==> src/rtl/difftest_pkg.sv <==
// Shared types and helpers for the difftest commit queue.
// commit_entry_t describes the record layout for the default 32-bit, 32-register build.
package difftest_pkg;

    localparam int XLEN_DEF   = 32;
    localparam int NR_GPR_DEF = 32;
    localparam int GW         = $clog2(NR_GPR_DEF);

    typedef struct packed {
        logic [XLEN_DEF-1:0] pc;
        logic [31:0]         inst;
        logic                wen;
        logic [GW-1:0]       rd;
        logic [XLEN_DEF-1:0] wdata;
    } commit_entry_t;

    // Bit offset of element i in a flat vector of w-bit elements.
    function automatic int gpr_idx(input int i, input int w);
        return i * w;
    endfunction

endpackage

==> src/rtl/difftest_fifo.sv <==
// Circular buffer that accepts up to NR_CH entries per cycle and releases one.
// Pointers carry an extra wrap bit so occupancy is a plain subtraction.
module difftest_fifo #(
    parameter int DEPTH = 8,
    parameter int NR_CH = 2,
    parameter int W     = 8,
    localparam int AW   = $clog2(DEPTH),
    localparam int PW   = AW + 1,
    localparam int CW   = $clog2(NR_CH) + 1
) (
    input  logic               clk,
    input  logic               rst_n,
    input  logic [CW-1:0]      push_cnt,
    input  logic [NR_CH*W-1:0] push_data,
    input  logic               pop,
    output logic [W-1:0]       head,
    output logic [AW:0]        occupancy
);

    logic [W-1:0]  mem [DEPTH];
    logic [PW-1:0] wr_ptr_reg;
    logic [PW-1:0] rd_ptr_reg;
    logic [AW-1:0] slot [NR_CH];

    for (genvar gi = 0; gi < NR_CH; gi++) begin : g_slot
        assign slot[gi] = wr_ptr_reg[AW-1:0] + AW'(gi);
    end

    always_ff @(posedge clk or negedge rst_n) begin
        if (!rst_n) begin
            wr_ptr_reg <= '0;
            rd_ptr_reg <= '0;
        end else begin
            wr_ptr_reg <= wr_ptr_reg + PW'(push_cnt);
            if (pop)
                rd_ptr_reg <= rd_ptr_reg + PW'(1);
        end
    end

    // Storage needs no reset: the pointers alone decide what is live.
    always_ff @(posedge clk) begin
        for (int j = 0; j < NR_CH; j++) begin
            if (j < int'(push_cnt))
                mem[slot[j]] <= push_data[j*W +: W];
        end
    end

    assign head      = mem[rd_ptr_reg[AW-1:0]];
    assign occupancy = wr_ptr_reg - rd_ptr_reg;

endmodule

==> src/rtl/difftest_commit_queue.sv <==
// Buffers in-order commits, advances a shadow GPR file and presents one commit per handshake.
module difftest_commit_queue
    import difftest_pkg::*;
#(
    parameter int XLEN   = XLEN_DEF,
    parameter int NR_GPR = NR_GPR_DEF,
    parameter int NR_CH  = 2,
    parameter int DEPTH  = 8
) (
    input  logic                              clk,
    input  logic                              rst_n,
    input  logic [NR_CH-1:0]                  cmt_valid,
    input  logic [NR_CH*XLEN-1:0]             cmt_pc,
    input  logic [NR_CH*32-1:0]               cmt_inst,
    input  logic [NR_CH-1:0]                  cmt_wen,
    input  logic [NR_CH*$clog2(NR_GPR)-1:0]   cmt_rd,
    input  logic [NR_CH*XLEN-1:0]             cmt_wdata,
    output logic                              cmt_ready,
    output logic                              chk_valid,
    input  logic                              chk_ready,
    output logic [XLEN-1:0]                   chk_pc,
    output logic [31:0]                       chk_inst,
    output logic [NR_GPR*XLEN-1:0]            chk_gpr,
    output logic [31:0]                       chk_seq,
    output logic                              overflow,
    output logic [$clog2(DEPTH):0]            occupancy
);

    localparam int RW = $clog2(NR_GPR);
    localparam int CW = $clog2(NR_CH) + 1;

    typedef struct packed {
        logic [XLEN-1:0] pc;
        logic [31:0]     inst;
        logic            wen;
        logic [RW-1:0]   rd;
        logic [XLEN-1:0] wdata;
    } entry_t;

    localparam int EW = $bits(entry_t);

    entry_t             ch_ent [NR_CH];
    logic [NR_CH*EW-1:0] comp;
    logic [CW-1:0]      comp_cnt;
    logic [CW-1:0]      push_cnt;
    logic [EW-1:0]      head_raw;
    entry_t             head_e;
    logic               load;

    logic               chk_valid_reg;
    logic [XLEN-1:0]    chk_pc_reg;
    logic [31:0]        chk_inst_reg;
    logic [31:0]        chk_seq_reg;
    logic [31:0]        seq_reg;
    logic               overflow_reg;
    logic [XLEN-1:0]    gpr_reg [NR_GPR];

    for (genvar gi = 0; gi < NR_CH; gi++) begin : g_ch
        assign ch_ent[gi] = '{pc:    cmt_pc[gi*XLEN +: XLEN],
                              inst:  cmt_inst[gi*32 +: 32],
                              wen:   cmt_wen[gi],
                              rd:    cmt_rd[gi*RW +: RW],
                              wdata: cmt_wdata[gi*XLEN +: XLEN]};
    end

    // Pack valid channels into consecutive slots, oldest first.
    always_comb begin
        comp     = '0;
        comp_cnt = '0;
        for (int j = 0; j < NR_CH; j++) begin
            if (cmt_valid[j]) begin
                comp[int'(comp_cnt)*EW +: EW] = ch_ent[j];
                comp_cnt = comp_cnt + CW'(1);
            end
        end
    end

    assign cmt_ready = int'(occupancy) <= DEPTH - NR_CH;
    assign push_cnt  = cmt_ready ? comp_cnt : '0;
    assign head_e    = entry_t'(head_raw);
    assign load      = (occupancy != '0) && (!chk_valid_reg || chk_ready);

    difftest_fifo #(
        .DEPTH (DEPTH),
        .NR_CH (NR_CH),
        .W     (EW)
    ) u_fifo (
        .clk       (clk),
        .rst_n     (rst_n),
        .push_cnt  (push_cnt),
        .push_data (comp),
        .pop       (load),
        .head      (head_raw),
        .occupancy (occupancy)
    );

    always_ff @(posedge clk or negedge rst_n) begin
        if (!rst_n) begin
            chk_valid_reg <= 1'b0;
            chk_pc_reg    <= '0;
            chk_inst_reg  <= '0;
            chk_seq_reg   <= '0;
            seq_reg       <= '0;
            overflow_reg  <= 1'b0;
        end else begin
            if (load) begin
                chk_valid_reg <= 1'b1;
                chk_pc_reg    <= head_e.pc;
                chk_inst_reg  <= head_e.inst;
                chk_seq_reg   <= seq_reg;
                seq_reg       <= seq_reg + 32'd1;
            end else if (chk_ready) begin
                chk_valid_reg <= 1'b0;
            end
            if (|cmt_valid && !cmt_ready)
                overflow_reg <= 1'b1;
        end
    end

    // The shadow file only moves on a load, so it doubles as the presented snapshot.
    always_ff @(posedge clk or negedge rst_n) begin
        if (!rst_n) begin
            for (int i = 0; i < NR_GPR; i++)
                gpr_reg[i] <= '0;
        end else if (load && head_e.wen && head_e.rd != '0) begin
            gpr_reg[head_e.rd] <= head_e.wdata;
        end
    end

    for (genvar gi = 0; gi < NR_GPR; gi++) begin : g_gpr
        assign chk_gpr[gpr_idx(gi, XLEN) +: XLEN] = gpr_reg[gi];
    end

    assign chk_valid = chk_valid_reg;
    assign chk_pc    = chk_pc_reg;
    assign chk_inst  = chk_inst_reg;
    assign chk_seq   = chk_seq_reg;
    assign overflow  = overflow_reg;

endmodule

==> config.mk <==
export PLATFORM = sky130hd
export DESIGN_NAME = difftest_commit_queue
export DESIGN_NICKNAME = d
export VERILOG_FILES = /design/src/rtl/difftest_pkg.sv /design/src/rtl/difftest_fifo.sv /design/src/rtl/difftest_commit_queue.sv
export SDC_FILE = /design/constraint.sdc
export NUM_CORES = 2
export LEC_CHECK = 0
export ABC_AREA = 1
export CAP_MARGIN = 20
export CORE_AREA = 3 3 523 525
export CTS_BUF_LIST = sky130_fd_sc_hd__clkbuf_16
export DETAILED_ROUTE_END_ITERATION = 16
export DIE_AREA = 0 0 526 528
export DONT_BUFFER_PORTS = 1
export PLACE_DENSITY_LB_ADDON = 0.25
export SYNTH_ARGS = -nofsm -noshare
export SYNTH_HDL_FRONTEND = slang
export SYNTH_SLANG_ARGS = --single-unit
export TNS_END_PERCENT = 1
==> constraint.sdc <==
create_clock -name clk -period 8.7 [get_ports clk]
set_input_delay 1.74 -clock clk [delete_from_list [all_inputs] [get_ports clk]]
set_output_delay 1.74 -clock clk [all_outputs]
set_load 0.01 [all_outputs]
==> flow_summary.toml <==
[routing]
routedWlPerCell_um = 28.19
drt_pass1_iterations = 6
drcViolationCount = 0
routed_wl_um = 368800
via_per_inst = 5.639
ant_nets = 0
drtIter0Drc = 8928
num_vias = 73780

[timing]
final.period_utilization = 0.6415
fmax_mhz = 179.2
tightest_slew_ps = 1327
rsz0062_at_grt = "false"
finalHoldViolCount = 0
hold_ws_ps = 438.8
relSlewSlack = 0.1152
clock-skew-final_ps = 60.28
min_period_ps = 5581
setup_viol = 0
setup_tns_ps = 0
drv_slew = 0

[setup_path]
cp-start-kind = "flop"
crit_required_ps = 9500
critical_path_class = "flop to flop"
cp-end-kind = "flop"
cp_max_fo = 98
crit_arrival_ps = 6380

[power_and_ir_drop]
power_density_nw_per_um2 = 442.6
p_leak_nw = 43.51
totalPowerFinal_mw = 43.42
ir_worst_vdd_v = 0.0004361

[layout]
fin_util = 0.3636
num-nets-final = 9513
largest_reg_flops = 1024
layout_commonest_cell = "nand2_1"
layout-drive-gt1-share = 0.05615
final_area_um2 = 98110
nFillCells = 27190
mostFrequentLayoutCells = "nand2_1 (3,533), o21ai_0 (1,244), dfrtp_1 (1,159)"
syn2layout_area_growth_pct = 9.967

[die]
io_pins = 1336
num_rows = 191
die_x_um = 526
die_area_um2 = 277700
start_util = 0.3307
core_um2 = 269800
die_h_um = 528

[global_routing]
grt_pass1_vias = 67050
grt_util_met3 = 0.07880
grtUsageMet1 = 0.3145
grt_usage = 0.2531
grtUsageMet2 = 0.4002
grt_first_pass_wirelength_um = 519500
gr-total-overflow = 0
grt_max_degree = 222
top_usage_layer = "met2"
antenna_found_initial = 38

[clocking]
path_clk_slew_ps = 60
clock_latency_ps = 890
clock_sinks = 1978
post-cts-setup-buffer-count = 0
cts_hold_buf = 0
cts_tree = "yes"
cts_resized = 0
clk_path_buf_depth = 4
cts_made_buffers = 218
clock-root-buffer = "clkbuf_16"
cts_htree_levels = 4

[synth]
ys_seq_area_frac = 0.6006
synth_area_leaders = "dfrtp_1 (33%), edfxtp_1 (27%), nand2_1 (15%)"
synth.avg_cell_area_um2 = 9.024
yosysTopAreaCellShare = 0.3259
synth_seq_cells = 1978
synth_cell_types = 33
syn-cell-area_um2 = 89220
synth_top_cell_by_area = "dfrtp_1"
synthesis.nets = 10110
yosys_warnings = 0
synthCells = 9887

[placed_design]
place.gp.congestion = 0.8809
place_hpwl_um = 218100
dpl_cell_area_um2 = 91050
io_buffers = 0

[outcome]
status = "complete, no violations"

[worst_hold_path]
min_path_type = "flop to flop"

[job]
cap_viol_max_count = 0
critical path, cell delays in order (launching register included):
cell and delay, ps:
dfrtp_4 840, buf_4 620, fa_1 320, nand2_1 70, nand2_1 220, nor2_1 80
nand3_1 100, nand2_2 50, buf_4 370, nor2_4 220, buf_4 560, buf_4 520
buf_4 900, nand4_1 210, nand2_1 120
final cells by class:
class	count	area (µm²)	area share
diodes	39	97.59	0.0009947
clock buffers	221	5530	0.05637
clock inverters	181	1305	0.01330
inverters	110	444.2	0.004527
multi-input cells	6851	31310	0.3192
flip-flops and latches	1978	53590	0.5462
well taps	3570	4467	0.04553
repair buffers	133	1361	0.01388
cell usage after synthesis (all sizes together):
library cell and instances:
and2 1, nand3 281, xnor2 2, nor2 516
nand4 900, inv 109, dfrtp 1162, nand2 3586
clkinv 1, nor3 13, o21ai 1247, o21bai 1
ha 10, nand3b 1, a21oi 3, clkbuf 389
o22ai 192, xor2 32, a31oi 64, edfxtp 816
fa 2, buf 559
layer usage:
metal  vias up  part of all wire
li1      32650                 -
met1     36480              0.37
met2      3906              0.46
met3       733              0.11
met4        12             0.053
met5         -           0.00039
metrics by stage:
stage                     setup slack (ps)  cells
after floorplan                       2778   9887
after global placement                3232  12630
after detailed placement              3201  12640
after CTS                             3025  13040
after global routing                  2882  13060
final                                 3119  13080
kinds of logic (layout without fill, tap and decap cells):
| logic type | Yosys count | after routing | synth area share |
|---|---|---|---|
| compound gates | 1507 | 1507 | 0.08828 |
| xor+xnor | 34 | 34 | 0.003338 |
| fa+ha+maj | 12 | 12 | 0.001851 |
| buf+inv | 1058 | 645 | 0.05262 |
| flops | 1978 | 1978 | 0.6006 |
| other cells | 0 | 39 | 0 |
| simple gates | 5298 | 5298 | 0.2533 |
path summary, 6_finish.rpt:
kind | to | slack (ps) | start | cells after the start
worst min register to register | chk_gpr[1] | 440 | chk_gpr[1] | 0
worst max register to register | chk_gpr[413] | 3120 | u_fifo.rd_ptr_reg[1] | 14
max in group asynchronous | chk_gpr[488] | 4540 | rst_n | 3
worst min-delay path | chk_gpr[1] | 440 | chk_gpr[1] | 0
min in group asynchronous | chk_gpr[924] | 570 | rst_n | 0
worst max-delay path | chk_gpr[413] | 3120 | u_fifo.rd_ptr_reg[1] | 14
report_power, final:
part / total (mW) / switching, mW / internal (mW)
Clock: 9.06 / 4.03 / 5.03
Sequential: 17.0 / 3.93 / 13.1
Combinational: 17.3 / 14.4 / 2.90
Total: 43.4 / 22.4 / 21.0
Note: power is estimated with default switching activity, not from simulation.
